**src/rtl/mips_pkg.sv**
```systemverilog
// Shared constants and types for the MIPS-style fetch front end.
package mips_pkg;

  localparam logic [31:0] RESET_PC_DEFAULT = 32'h0000_0000;
  localparam logic [31:0] NOP_INSTR        = 32'h0000_0000;

  typedef enum logic {
    FETCH = 1'b0,
    HELD  = 1'b1
  } fetch_state_e;

endpackage

```
**src/rtl/if_id_reg.sv**
```systemverilog
// IF/ID pipeline register: hold, load, or collapse to a bubble when neither is asserted.
module if_id_reg
  import mips_pkg::*;
(
  input  logic        clk,
  input  logic        rst,
  input  logic        hold,
  input  logic        load,
  input  logic [31:0] instr_in,
  input  logic [31:0] pc_plus4_in,
  output logic [31:0] instr,
  output logic [31:0] pc_plus4,
  output logic        valid
);

  logic [31:0] instr_q, instr_d;
  logic [31:0] pc_plus4_q, pc_plus4_d;
  logic        valid_q, valid_d;

  always_comb begin
    instr_d    = instr_q;
    pc_plus4_d = pc_plus4_q;
    valid_d    = valid_q;
    if (hold) begin
      instr_d    = instr_q;
    end else if (load) begin
      instr_d    = instr_in;
      pc_plus4_d = pc_plus4_in;
      valid_d    = 1'b1;
    end else begin
      instr_d    = NOP_INSTR;
      pc_plus4_d = 32'h0000_0000;
      valid_d    = 1'b0;
    end
  end

  always_ff @(posedge clk) begin
    if (rst) begin
      instr_q    <= NOP_INSTR;
      pc_plus4_q <= 32'h0000_0000;
      valid_q    <= 1'b0;
    end else begin
      instr_q    <= instr_d;
      pc_plus4_q <= pc_plus4_d;
      valid_q    <= valid_d;
    end
  end

  assign instr    = instr_q;
  assign pc_plus4 = pc_plus4_q;
  assign valid    = valid_q;

endmodule

```
**src/rtl/fetch_stage.sv**
```systemverilog
// Instruction fetch stage: PC, fetch FSM and stall hold buffer feeding the IF/ID register.
//   state | meaning
//   FETCH | request outstanding on imem, address = PCF
//   HELD  | word captured during a stall, no request until the stall clears
module fetch_stage
  import mips_pkg::*;
#(
  parameter logic [31:0] RESET_PC = RESET_PC_DEFAULT
) (
  input  logic        clk,
  input  logic        rst,
  input  logic        Stall,
  input  logic        BranchTakenD,
  input  logic [31:0] BranchTargetD,
  output logic        imem_req,
  output logic [31:0] imem_addr,
  input  logic        imem_ready,
  input  logic [31:0] imem_rdata,
  output logic [31:0] InstrD,
  output logic [31:0] PCPlus4D,
  output logic        ValidD,
  output logic [4:0]  rsD,
  output logic [4:0]  rtD
);

  fetch_state_e state_q, state_d;
  logic [31:0]  pcf_q, pcf_d;
  logic [31:0]  buf_q, buf_d;
  logic         buf_valid_q, buf_valid_d;

  logic         ifid_hold, ifid_load;
  logic [31:0]  ifid_instr;
  logic [31:0]  pc_plus4;
  logic [31:0]  branch_pc;
  logic         accept;
  logic         unused_target_lsbs;

  assign pc_plus4           = pcf_q + 32'd4;
  assign branch_pc          = {BranchTargetD[31:2], 2'b00};
  assign unused_target_lsbs = ^BranchTargetD[1:0];

  assign imem_req  = (state_q == FETCH) && !rst;
  assign imem_addr = pcf_q;
  assign accept    = imem_req && imem_ready;

  // Stall outranks the branch redirect; the hazard unit re-presents the branch later.
  always_comb begin
    state_d     = state_q;
    pcf_d       = pcf_q;
    buf_d       = buf_q;
    buf_valid_d = buf_valid_q;
    ifid_hold   = 1'b1;
    ifid_load   = 1'b0;
    ifid_instr  = imem_rdata;
    case (state_q)
      FETCH: begin
        if (Stall) begin
          if (accept) begin
            buf_d       = imem_rdata;
            buf_valid_d = 1'b1;
            state_d     = HELD;
          end
        end else if (BranchTakenD) begin
          pcf_d       = branch_pc;
          buf_valid_d = 1'b0;
          ifid_hold   = 1'b0;
        end else if (accept) begin
          pcf_d     = pc_plus4;
          ifid_hold = 1'b0;
          ifid_load = 1'b1;
        end else begin
          ifid_hold = 1'b0;
        end
      end
      HELD: begin
        if (!Stall) begin
          state_d     = FETCH;
          buf_valid_d = 1'b0;
          ifid_hold   = 1'b0;
          if (BranchTakenD) begin
            pcf_d = branch_pc;
          end else begin
            ifid_instr = buf_q;
            ifid_load  = buf_valid_q;
            if (buf_valid_q) pcf_d = pc_plus4;
          end
        end
      end
      default: state_d = FETCH;
    endcase
  end

  always_ff @(posedge clk) begin
    if (rst) begin
      state_q     <= FETCH;
      pcf_q       <= RESET_PC;
      buf_q       <= NOP_INSTR;
      buf_valid_q <= 1'b0;
    end else begin
      state_q     <= state_d;
      pcf_q       <= pcf_d;
      buf_q       <= buf_d;
      buf_valid_q <= buf_valid_d;
    end
  end

  if_id_reg u_if_id (
    .clk         (clk),
    .rst         (rst),
    .hold        (ifid_hold),
    .load        (ifid_load),
    .instr_in    (ifid_instr),
    .pc_plus4_in (pc_plus4),
    .instr       (InstrD),
    .pc_plus4    (PCPlus4D),
    .valid       (ValidD)
  );

  assign rsD = InstrD[25:21];
  assign rtD = InstrD[20:16];

endmodule

```
**config.mk**
```make
export PLATFORM = sky130hd
export DESIGN_NAME = fetch_stage
export DESIGN_NICKNAME = d
export VERILOG_FILES = /design/src/rtl/mips_pkg.sv /design/src/rtl/if_id_reg.sv /design/src/rtl/fetch_stage.sv
export SDC_FILE = /design/constraint.sdc
export NUM_CORES = 1
export LEC_CHECK = 0
export CORE_ASPECT_RATIO = 0.5
export CORE_MARGIN = 1.5
export CORE_UTILIZATION = 63
export DETAILED_ROUTE_END_ITERATION = 10
export DONT_BUFFER_PORTS = 1
export PLACE_DENSITY = 0.9
export SLEW_MARGIN = 10
export SYNTH_ARGS = -nofsm -noshare
export SYNTH_HDL_FRONTEND = slang
export SYNTH_SLANG_ARGS = --single-unit
```
**constraint.sdc**
```tcl
create_clock -name clk -period 2.35 [get_ports clk]
set_input_delay 0.3525 -clock clk [delete_from_list [all_inputs] [get_ports clk]]
set_output_delay 0.3525 -clock clk [all_outputs]
set_load 0.03 [all_outputs]
```
### Word-level counts from Yosys, hierarchy flattened

Cells that the tools add are included.
W data, S select, Z words.

| word-level totals | value |
|---|---|
| bits in read-only memories | 0 |
| output and inout bits | 108 |
| bits in registers | 131 |
| memories | 0 |
| latch bits | 0 |
| word-level logic and storage cells | 46 |
| bits in writable memories | 0 |

| cells by class | value |
|---|---|
| shift-type cells | 0 |
| eq/ne operators | 5 |
| $mul | 0 |
| $add $sub $neg | 1 |
| bitwise logic cells | 1 |
| divide/modulo/power cells | 0 |
| reduce and logical (&&, ||, !) cells | 6 |
| $lt $le $gt $ge | 0 |
| mux-type cells | 26 |

Operators by type and width:

| operator | number |
|---|---|
| $mux W32 | 11 |
| $pmux W32 S2 | 1 |
| $add A32 B3 Y32 const B | 1 |
| $mux W1 | 11 |
| $ne A3 B3 Y1 const B | 2 |
| $pmux W1 S2 | 3 |
| $ne A2 B2 Y1 const B | 2 |
| $reduce_and A4 Y1 | 1 |
| $ne A3 B2 Y1 const B | 1 |
| $reduce_and A3 Y1 | 1 |
| $logic_and A1 B1 Y1 | 2 |
| $reduce_and A2 Y1 | 1 |
| $logic_not A1 Y1 | 1 |
| $not A1 Y1 | 1 |

### Longest topological paths before layout

Gate-level depths: netlist of run 1.

| depth | value |
|---|---|
| depth after elaboration | 8 |
| depth in mapped cells | 8 |
| depth with buffers taken out | 6 |

### Modules after synthesis

From an unflattened synthesis of run 1, not the netlist that was laid out.

| unflattened totals | value |
|---|---|
| cell total of the unflattened synthesis | 793 |
| area, all modules | 6426.2 µm² |

By module, submodules not included:

| module | cells each | area an instance (µm²) | instances |
|---|---|---|---|
| fetch_stage | 506 | 3910.0 | 1 |
| if_id_reg | 287 | 2516.2 | 1 |

### Worst setup path before layout of run 1

OpenSTA, ideal clock, no wires.

| timing | value |
|---|---|
| path kind | reg2reg |
| from | register pcf_q[2] (netlist: imem_addr[2]) |
| to | register pcf_q[16] (netlist: imem_addr[16]) |
| cell stages (with the launch flop) | 9 |
| setup time | 0.117 ns |
| buffers on the path | 2 |
| clock period less this slack | 2.324 ns |
| arrival | 2.207 ns |
| slack | 0.026 ns |
| cells stage by stage | dfxtp_1 > ha_1 > clkbuf_2 > nand4_1 > or2_1 > clkbuf_1 > nor3_1 > o21ai_0 > a32o_1 |

| between the ends | value |
|---|---|
| word-level cells in the longest chain between the ends | 5 |
| elaborated cells on any way between the ends | 8 |

Ends and longest elaborated chain:

| item | line | text |
|---|---|---|
| from (decl) | fetch_stage.sv:27 | `logic [31:0] pcf_q, pcf_d;` |
| from (signal assigned) | fetch_stage.sv:101 | `pcf_q <= pcf_d;` |
| $add A32 B3 Y32 (*) | fetch_stage.sv:38 | `assign pc_plus4 = pcf_q + 32'd4;` |
| $mux W32 (on tied branches) | fetch_stage.sv:85, fetch_stage.sv:67 |  |
| $mux W32 (on tied branches) | fetch_stage.sv:80, fetch_stage.sv:63 |  |
| $mux W32 (on tied branches) | fetch_stage.sv:76, fetch_stage.sv:57 |  |
| $pmux W32 S2 (*) | fetch_stage.sv:55 | `case (state_q)` |

Mark *: on every way between the ends. The rest lies on a longest branch, timed or not. The select of a mux whose other input is x is not followed.
A chain may end at the register's enable or synchronous reset.

### Worst setup path after layout of run 1

Same ends and word-level chain as after synthesis.

==> results of run 1 <==
[cell type report]
class | instances | area, µm² | area share [%]
clock buffers | 17 | 425 | 6.40
clock inverters | 15 | 230 | 3.46
inverters | 2 | 7.51 | 0.113
multi-input cells | 522 | 2970 | 44.6
flip-flops and latches | 127 | 2540 | 38.2
well taps | 117 | 146 | 2.20
repair buffers | 43 | 328 | 4.93
[final timing paths]
check,from,endpoint,slack (ns)
min reg2reg,buf_q[18],buf_q[18],0.45
min,rst,imem_addr[28],0.009
max reg2reg,imem_addr[2],imem_addr[16],0.33
max,imem_addr[2],imem_addr[16],0.33
[placed cells by master (no fill, tap or decap), types with 6 or more instances in the layout]
| cell type | Yosys | layout |
|---|---|---|
| xor2_1 | 17 | 17 |
| a21o_1 | 8 | 8 |
| o31ai_1 | 8 | 8 |
| nand4_1 | 13 | 13 |
| clkbuf_16 | 0 | 17 |
| nor2_1 | 26 | 26 |
| and3_1 | 7 | 7 |
| nand3_1 | 21 | 21 |
| buf_4 | 14 | 41 |
| dfxtp_1 | 127 | 127 |
| nand2_1 | 164 | 164 |
| mux2i_1 | 35 | 35 |
| nor3_1 | 6 | 6 |
| nor4_1 | 7 | 7 |
| o21ai_0 | 73 | 73 |
| a21oi_1 | 52 | 51 |
| a31oi_1 | 11 | 11 |
| xnor2_1 | 10 | 10 |
[cell families (layout without fill, tap and decap cells)]
family,after synthesis,in the layout,synth area share (%)
buf+inv,76,77,6.07
mux,35,35,6.00
xor+xnor,27,27,4.05
fa+ha+maj,1,1,0.214
flops,127,127,43.6
other cells,1,4,0.0643
simple gates,274,274,22.0
compound gates,181,181,18.0
[state kept, by name, indices dropped and copies added (netlist names)]
| signal | cells |
|---|---|
| u_if_id.valid | 1 |
| u_if_id.pc_plus4 | 30 |
| u_if_id.instr | 32 |
| buf_valid_q | 1 |
| state_q | 1 |
| imem_addr | 30 |
| buf_q | 32 |
[Yosys cell counts (all sizes together) (2+ instances only)]
library cell	count	area share, %
nor3b	2	0.26
a32o	5	0.86
a31oi	11	1.2
nand3b	2	0.26
a21o	8	1.0
a22o	5	0.75
or3	2	0.21
mux2i	35	6.0
buf	30	3.1
nand2	164	11
nor2	27	1.9
nor3	7	0.69
a22oi	3	0.39
or2	2	0.21
and2	3	0.32
nor4	8	1.1
o21ai	76	6.5
or4	2	0.26
o31ai	8	1.0
clkbuf	44	2.9
nand4	15	2.1
nor2b	2	0.21
o41ai	4	0.60
nand3	21	1.8
xnor2	10	1.5
a21oi	52	4.5
xor2	17	2.6
nand2b	2	0.21
dfxtp	127	44
and3	8	0.88
and4	3	0.45
o22ai	3	0.32
[layer usage]
layer / track usage (%) / vias up
met3: 10.9 / 37
met2: 50.6 / 275
met1: 37.6 / 2506
met5: 0 / -
li1: - / 2475
met4: 13.0 / 0
[power groups by stage]
| stage | clock network (mW) | registers, mW | logic, mW |
|---|---|---|---|
| 2_1_floorplan | 0 | 2.42 | 0.281 |
| 3_3_place_gp | 0 | 2.38 | 0.363 |
| 3_5_place_dp | 0 | 2.39 | 0.375 |
| 4_1_cts | 2.93 | 2.34 | 0.382 |
| 5_1_grt | 3.02 | 2.35 | 0.423 |
| 6_report | 2.91 | 2.34 | 0.388 |
[critical path: stages (launching register included)]
cell and delay (ns):
dfxtp_1 0.33, ha_1 0.17, nand4_1 0.22, or2_1 0.40
nor3_1 0.39, o21ai_0 0.14, a32o_1 0.27
[metrics by stage]
step	total power [mW]	utilization [%]
2_1_floorplan	2.70	-
3_3_place_gp	2.75	67.4
3_5_place_dp	2.76	67.4
4_1_cts	5.65	74.9
5_1_grt	5.79	75.0
6_report	5.65	75.0
[repair_timing]
action	4_1_cts	5_1_grt
endpoints found under the hold margin	1	1
gates resized for setup	0	0
hold buffers	1	1
==> results by group, run 1 <==
Global routing
  – Grt total ovfl: 0
  – Vias in the first global route: 4971
  – Global-route wire length before repair: 24600 µm
  – Largest net degree at the start of global routing: 80
  – All-Layer GR Usage: 30.9%
  – Initial antenna violation count: 0

Place
  – Dpl cells: 809
  – IO Port Bufs: 0
  – Dpl ws: 0.397 ns
  – DPL Wire Length: 9620 µm
  – Placed cell area: 5970 µm²
  – Final GP Congestion: 0.895

Worst hold path
  – Min-Delay Path Class: input port to flip-flop
  – Hold Path Depth: 1

CTS
  – CTS Sinks: 127
  – CTS max path bufs: 2
  – Clock-pin slew on the worst setup and hold paths: 0.06 ns
  – Later-pin clock latency in the skew report: 0.41 ns
  – Clock buffer count from CTS: 17
  – # H-tree levels: 4
  – Root buffer cell: clkbuf_16
  – Post-CTS setup buffers: 0
  – CTS tree: built

Setup path
  – Reg2reg path depth: 6
  – Critical path data required time: 2.65 ns
  – Critical Path AT: 2.33 ns
  – Worst setup EP type: flip-flop
  – Critical path launch point type: flip-flop
  – Kind of critical path: flip-flop to flip-flop
  – Largest fanout on the critical path: 6

Timing
  – Final setup fails: 0
  – Setup_tns: 0 ns
  – Worst Tran Pin Value: 0.623 ns
  – Min cycle time layout: 2.02 ns
  – Worst Slack Setup Final: 0.325 ns
  – Relative slew slack: 58.4%
  – Fin. max-slew vios: 0
  – Fmax achieved: 0.494 GHz
  – RSZ-0062 raised after global routing: no
  – Period utilization: 86.2%
  – Final hold vios: 0
  – Hold Slack: 0.00949 ns
  – Final setup skew: 0.00878 ns

Routing
  – Highest routed layer: met4
  – Detail Route Antenna Nets: 0
  – Avg WL per Cell: 18.0 µm
  – DR vias: 5293
  – DRC: 11
  – Routed met3 length: 1470 µm
  – Met1 wire length: 6190 µm
  – DRT iter0 DRCs: 519
  – DRT Wirelength: 15200 µm
  – Routed wl met2: 7210 µm
  – DRT Pass-1 Iters: 8
  – Vias per cell: 6.28

Pwr
  – Sw frac: 24.6%
  – Sequential share of power: 41.5%
  – Cell area power density: 849 nW/µm²
  – Peak supply drop: 594 µV
  – Clk pwr share: 51.6%
  – Logic gate share of total power: 6.9%
  – P_leak: 2.38 nW
  – Sw power: 1.39 mW
  – Int Pwr: 4.26 mW

Floorplanning
  – Site Rows: 24
  – Placeable Area: 8860 µm²
  – Die height: 71.0 µm
  – Full die area: 9880 µm²
  – Die Span X: 139 µm
  – # IOs: 177
  – Initial Util: 65.9%

Synthesis
  – Post-synth ARST share: 0%
  – Top_reg_cell synth: dfxtp_1
  – Number of synthesized flops with an enable pin: 0
  – Synthesized instance count: 722
  – Mapped Area: 5830 µm²
  – Synth Warn #: 0
  – Avg Inst Size Synth: 8.08 µm²
  – Yosys reg bits: 127
  – Distinct cell type count after synthesis: 56
  – Seq/Total Area, Yosys: 43.6%

Layout
  – N_diodes: 0
  – Layout cell share with drive strength beyond 1: 11.6%
  – Post-route cell area: 6650 µm²
  – Final std cells w/o fill: 843
  – Layout fillers: 629
  – Final net count: 783
  – Layout overhead on the synthesized area: 13.9%

Flow run
  – Maxcap violations: 0

Run status
  – Outcome: finished, violations left
  – Failing checks: design-rule violations
No activity file was read; power rests on OpenSTA's default activity.
==> inputs of run 2 (changes only) <==
--- a/config.mk
+++ b/config.mk
@@ -5,12 +5,13 @@
 export SDC_FILE = /design/constraint.sdc
 export NUM_CORES = 1
 export LEC_CHECK = 0
+export CAP_MARGIN = 20
 export CORE_ASPECT_RATIO = 0.5
 export CORE_MARGIN = 1.5
 export CORE_UTILIZATION = 63
 export DETAILED_ROUTE_END_ITERATION = 10
 export DONT_BUFFER_PORTS = 1
-export PLACE_DENSITY = 0.9
+export PLACE_DENSITY_LB_ADDON = 0.05
 export SLEW_MARGIN = 10
 export SYNTH_ARGS = -nofsm -noshare
 export SYNTH_HDL_FRONTEND = slang
==> run 2 against run 1 <==
  * Count of clock-buffer cells in the layout unchanged
  * Clock skew fell by 0.0013 ns
  * Via count decreased by 3.0%
  * Register-to-register slack got worse by 0.04 ns
  * Combinational power about the same
  * The run still ends with design-rule violations left
  * Critical endpoint unchanged
  * Largest power group unchanged
  * Non-clock buffer count is 2 lower
==> results by group, run 2 (same netlist as run 1, synthesis figures left out) <==
Timing
  – Min cycle time layout: 2.06 ns (+0.0381 ns)
  – Worst Slack Setup Final: 0.287 ns (-0.0381 ns)
  – Worst Tran Pin Value: 0.645 ns (+0.0218 ns)
  – Final setup fails: 0 (unchanged)
  – Setup_tns: 0 ns (unchanged)
  – Relative slew slack: 57.0% (-1.4 points)
  – Fin. max-slew vios: 0 (unchanged)
  – Fmax achieved: 0.485 GHz (-1.8%)
  – RSZ-0062 raised after global routing: no
  – Final hold vios: 0 (unchanged)
  – Period utilization: 87.8% (+1.6 points)
  – Final setup skew: 0.00746 ns (-0.00133 ns)

Setup path
  – Crit-path leading delay family: simple AND/OR/NAND/NOR gates
  – CP max stage delay: 0.39 ns (about the same)
  – Worst setup EP type: flip-flop
  – Crit path launch: imem_addr[2]
  – Slowest cell on the critical path: or2_1
  – Critical path data required time: 2.64 ns (about the same)
  – CP bufs+invs: 0 (unchanged)
  – Largest fanout on the critical path: 6 (unchanged)
  – Kind of critical path: flip-flop to flip-flop
  – Critical path launch point type: flip-flop
  – R2R Path Start: imem_addr[2]
  – Worst path cell trace: ha_1 > nand4_1 > or2_1 > nor3_1 > o21ai_0 > a32o_1
  – Reg-to-reg slack, setup: 0.29 ns (-0.04 ns)
  – Critical Path AT: 2.36 ns (+0.03 ns)

Routing
  – Vias per cell: 6.10 (-2.9%)
  – DRT Pass-1 Iters: 10 (+2)
  – DRT iter0 DRCs: 485 (-6.6%)
  – Detail Route Antenna Nets: 0 (unchanged)
  – DR vias: 5133 (-3.0%)
  – DRT Wirelength: 14900 µm (-2.2%)
  – Avg WL per Cell: 17.7 µm (-2.1%)
  – DRC: 12 (+1)

Worst hold path
  – Min-Delay Path Class: input port to flip-flop
  – Hold Startpoint: rst

Place
  – IO Port Bufs: 0 (unchanged)
  – Final GP Congestion: 0.834 (-6.8%)
  – DPL Wire Length: 9450 µm (-1.8%)
  – Dpl ws: 0.285 ns (-0.112 ns)

Pwr
  – Peak supply drop: 555 µV (-6.6%)
  – Cell area power density: 861 nW/µm² (+1.3%)
  – P_leak: 2.39 nW (+0.27%)

Layout
  – Final net count: 781 (-0.26%)
  – Layout overhead on the synthesized area: 13.9% (about the same)
  – Layout cell share with drive strength beyond 1: 11.5% (-0.11 points)
  – Most frequent cells in the layout: nand2_1 (164), dfxtp_1 (127), o21ai_0 (73), a21oi_1 (51), buf_4 (40)
  – Commonest non-fill, non-tap cell in the layout: nand2_1

Global routing
  – Largest net degree at the start of global routing: 80 (unchanged)
  – Initial antenna violation count: 1 (+1)
  – Vias in the first global route: 4739 (-4.7%)
  – Busiest grt layer: met2
  – All-Layer GR Usage: 30.3% (-0.64 points)
  – Grt total ovfl: 0 (unchanged)
  – Global-route wire length before repair: 23800 µm (-3.1%)
  – GR Util met2: 47.1% (-3.6 points)
  – Met1 usage: 39.0% (+1.4 points)
  – GR Util met3: 10.4% (-0.47 points)

Floorplanning
  – Die Span X: 139 µm (unchanged)
  – Full die area: 9880 µm² (unchanged)
  – Placeable Area: 8860 µm² (unchanged)
  – Site Rows: 24 (unchanged)
  – Die height: 71.0 µm (unchanged)
  – Initial Util: 65.9% (unchanged)
  – # IOs: 177 (unchanged)

CTS
  – CTS Sinks: 127 (unchanged)
  – # H-tree levels: 4 (unchanged)
  – Later-pin clock latency in the skew report: 0.41 ns (about the same)
  – CTS tree: built
  – CTS max path bufs: 2 (unchanged)
  – Clock buffer count from CTS: 17 (unchanged)
  – Post-CTS setup buffers: 0 (unchanged)
  – Root buffer cell: clkbuf_16
  – Clock-pin slew on the worst setup and hold paths: 0.06 ns (about the same)

Run status
  – Outcome: finished, violations left
  – Failing checks: design-rule violations

Flow run
  – Maxcap violations: 0 (unchanged)
[run 2: changes by cell type in the layout (fill, tap and decap cells not counted), moves of 2 or more]
cell	previous run	this run
inv_6	4	6
clkinvlp_4	3	1
inv_8	0	3
clkinv_4	2	0
[run 2: repair_timing]
| item | 4_1_cts | 5_1_grt |
|---|---|---|
| hold buffers | 0 | 1 |
| resized for setup | 0 | 0 |
| hold endpoints to repair | 0 | 5 |
| setup endpoints to repair | 0 | 0 |
[run 2: final timing paths]
path                        end  depth (start not counted)
setup / recovery  imem_addr[16]                          6
hold / removal        buf_q[15]                          1
setup reg to reg  imem_addr[16]                          6
hold reg to reg       buf_q[27]                          2
[run 2: area by class of cell]
class | instances | area, µm²
Antenna cell | 1 | 2.50
Clock buffer | 17 | 425
Clock inverter | 15 | 244
Fill cell | 664 | 2210
Inverter | 2 | 7.51
Multi-Input combinational cell | 522 | 2970
Sequential cell | 127 | 2540
Tap cell | 117 | 146
Timing Repair Buffer | 41 | 310
[run 2: report_power, final]
group | internal (mW) | total [mW] | switching [mW]
registers | 2.22 | 2.34 | 0.116
logic | 0.137 | 0.385 | 0.248
clock network | 1.93 | 3.00 | 1.07
[run 2: layer usage]
layer  part of all wire (%)  up-vias  wire length, µm
li1                       -     2477                -
met3                    9.3       31             1380
met2                     45      200             6710
met5                      0        -                0
met1                     44     2425             6500
met4                    1.9        0              276
[run 2: stage by stage]
step	area [µm²]	total power, mW	cells	util [%]	hold slack [ns]
detailed placement	5960	2.76	808	67.3	0.431
global route	6650	5.89	842	75.0	0.000167
global placement	5960	2.75	808	67.3	0.429
CTS	6630	5.73	840	74.9	0.000344
finish	6650	5.72	842	75.0	0.0182
floorplan	5850	2.70	725	-	0.436
[run 2: worst reg2reg max path: cells and delay by family (launching register included)]
family / cells / cell delay (ns)
simple gates: 3 / 0.98
flops: 1 / 0.37
compound gates: 2 / 0.41
fa+ha+maj: 1 / 0.18
==> inputs of run 3 (changes only) <==
--- a/config.mk
+++ b/config.mk
@@ -8,9 +8,9 @@
 export CAP_MARGIN = 20
 export CORE_ASPECT_RATIO = 0.5
 export CORE_MARGIN = 1.5
-export CORE_UTILIZATION = 63
+export CORE_UTILIZATION = 47
 export DETAILED_ROUTE_END_ITERATION = 10
-export DONT_BUFFER_PORTS = 1
+export MAX_ROUTING_LAYER = met4
 export PLACE_DENSITY_LB_ADDON = 0.05
 export SLEW_MARGIN = 10
 export SYNTH_ARGS = -nofsm -noshare
==> run 3 against run 2 <==
  * The run now ends clean
  * Critical path type unchanged
  * Sequential share of layout area fell by 7.7 points
  * Largest cell class unchanged
  * Final cell count rose by 25%
  * Critical path depth is the same
  * Global-route usage decreased by 5.2 points
  * Register-to-register slack about the same
  * Final area increased by 25%
  * Combinational power is 77% higher
  * Via count increased by 9.1%
  * Total power down 0.43%
==> results by group, run 3 (same netlist as run 1, synthesis figures left out) <==
CTS
  – Post-CTS setup buffers: 0 (unchanged)
  – # H-tree levels: 4 (unchanged)
  – Root buffer cell: clkbuf_16
  – CTS resizes: 0 (unchanged)
  – Clock buffer count from CTS: 17 (unchanged)
  – Hold buffer count at cts: 0 (unchanged)
  – CTS tree: built
  – CTS max path bufs: 2 (unchanged)
  – Later-pin clock latency in the skew report: 0.41 ns (about the same)
  – CTS Sinks: 127 (unchanged)
  – Clock-pin slew on the worst setup and hold paths: 0.06 ns (about the same)

Setup path
  – R2R Path Start: imem_addr[3]
  – Critical Path AT: 2.40 ns (+0.04 ns)
  – Crit path launch: imem_addr[3]
  – Kind of critical path: flip-flop to flip-flop
  – Reg2reg path depth: 6 (unchanged)
  – Worst r2r dst: imem_addr[28]
  – Largest fanout on the critical path: 7 (+1)
  – Critical path data required time: 2.69 ns (+0.05 ns)
  – Reg-to-reg slack, setup: 0.29 ns (about the same)
  – Critical path launch point type: flip-flop
  – Worst setup EP type: flip-flop

Global routing
  – Grt total ovfl: 0 (unchanged)
  – Vias in the first global route: 5027 (+6.1%)
  – All-Layer GR Usage: 25.1% (-5.2 points)
  – Largest net degree at the start of global routing: 45 (-44%)
  – Initial antenna violation count: 1 (unchanged)
  – Global-route wire length before repair: 25300 µm (+6.2%)

Timing
  – Fmax achieved: 0.485 GHz (about the same)
  – Final setup skew: 0.0102 ns (+0.00272 ns)
  – Final setup fails: 0 (unchanged)
  – Period utilization: 87.7% (about the same)
  – RSZ-0062 raised after global routing: no
  – Setup_tns: 0 ns (unchanged)
  – Hold Slack: 0.314 ns (+0.296 ns)
  – Relative slew slack: 61.8% (+4.8 points)
  – Worst Tran Pin Value: 0.568 ns (-0.0776 ns)
  – Final hold vios: 0 (unchanged)
  – Fin. max-slew vios: 0 (unchanged)
  – Min cycle time layout: 2.06 ns (-0.00170 ns)

Routing
  – DRT iter0 DRCs: 464 (-4.3%)
  – Vias per cell: 5.32 (-13%)
  – DRT Pass-1 Iters: 5 (-5)
  – DRC: 0 (-12)
  – Detail Route Antenna Nets: 0 (unchanged)
  – DR vias: 5601 (+9.1%)
  – DRT Wirelength: 15900 µm (+6.7%)
  – Avg WL per Cell: 15.1 µm (-15%)

Floorplanning
  – Initial Util: 48.8% (-17 points)
  – Full die area: 13100 µm² (+33%)
  – Die Span X: 161 µm (+15%)
  – Placeable Area: 11900 µm² (+35%)
  – Site Rows: 28 (+17%)
  – Die height: 81.8 µm (+15%)
  – # IOs: 177 (unchanged)

Pwr
  – Sw frac: 25.9% (+0.77 points)
  – Logic gate share of total power: 12.0% (+5.3 points)
  – Int Pwr: 4.22 mW (-1.4%)
  – P_leak: 2.94 nW (+23%)
  – Sw power: 1.47 mW (+2.6%)
  – Clk pwr share: 47.8% (-4.6 points)
  – Cell area power density: 685 nW/µm² (-20%)
  – Peak supply drop: 453 µV (-18%)
  – Sequential share of power: 40.2% (-0.7 points)

Worst hold path
  – Hold Path Depth: 2 (+1)
  – Hold Startpoint: rst
  – Min-Delay Path Class: input port to flip-flop
  – Worst Hold Endpoint: imem_addr[6]

Place
  – Final GP Congestion: 0.802 (-3.8%)
  – Placed cell area: 7710 µm² (+29%)
  – IO Port Bufs: 170 (+170)
  – DPL Wire Length: 10800 µm (+14%)

Layout
  – Most frequent cells in the layout: clkdlybuf4s50_1 (168), nand2_1 (164), dfxtp_1 (127), o21ai_0 (73), a21oi_1 (51)
  – Commonest non-fill, non-tap cell in the layout: clkdlybuf4s50_1
  – Post-route cell area: 8320 µm² (+25%)
  – Utilization after layout: 69.6% (-5.4 points)
  – Final net count: 944 (+21%)
  – Layout overhead on the synthesized area: 42.6%
  – Layout fillers: 982 (+48%)
  – Layout cell share with drive strength beyond 1: 8.79% (-2.7 points)

Flow run
  – Maxcap violations: 0 (unchanged)

Run status
  – Outcome: complete, no violations
run 3: worst max-delay path by stage:
stage / slack [ns] / depth (start not counted) / end
floorplan: 0.03 / 8 / imem_addr[16]
global placement: 0.1 / 6 / imem_addr[21]
detailed placement: 0.1 / 6 / u_if_id.instr[30]
CTS: 0.30 / 2 / imem_addr[19]
global route: 0.16 / 6 / imem_addr[16]
finish: 0.29 / 6 / imem_addr[28]
run 3: final cells by class:
cell class | instances | area (µm²) | share of cell area (%)
antenna | 1 | 2.50 | 0.0301
clock inverter | 14 | 180 | 2.17
clock buffer | 18 | 429 | 5.16
sequential | 127 | 2540 | 30.6
multi-input combinational | 522 | 2970 | 35.7
timing repair buffer | 204 | 1980 | 23.8
inverter | 2 | 7.51 | 0.0902
tap | 165 | 206 | 2.48
run 3: metal layers:
layer  vias up  part of all wire [%]  global-route usage (%)
met1      2607                    47                    32.0
met4         0                  0.67                    6.64
met2       180                    46                    41.4
li1       2801                     -                       -
met3        13                   5.5                    4.70
met5         -                     0                       -
run 3: power by group through the flow:
stage | clock network [mW] | registers, mW | logic, mW
global placement | 0 | 2.33 | 0.672
floorplan | 0 | 2.42 | 0.281
detailed placement | 0 | 2.34 | 0.679
CTS | 2.76 | 2.29 | 0.683
global route | 2.85 | 2.30 | 0.732
finish | 2.72 | 2.29 | 0.681
run 3: through the flow:
stage	power, mW	setup slack [ns]	std cells
2_1_floorplan	2.70	0.0259	725
3_3_place_gp	3.01	0.0956	1020
3_5_place_dp	3.02	0.0982	1020
4_1_cts	5.74	0.297	1052
5_1_grt	5.88	0.158	1053
6_report	5.70	0.289	1053
run 3: critical path, stage by stage (launching register included):
cell and delay (ns):
dfxtp_1 0.42, ha_1 0.21, nand4_1 0.24, nor2_4 0.28, nand4_1 0.23, or4_1 0.45
a31oi_1 0.16
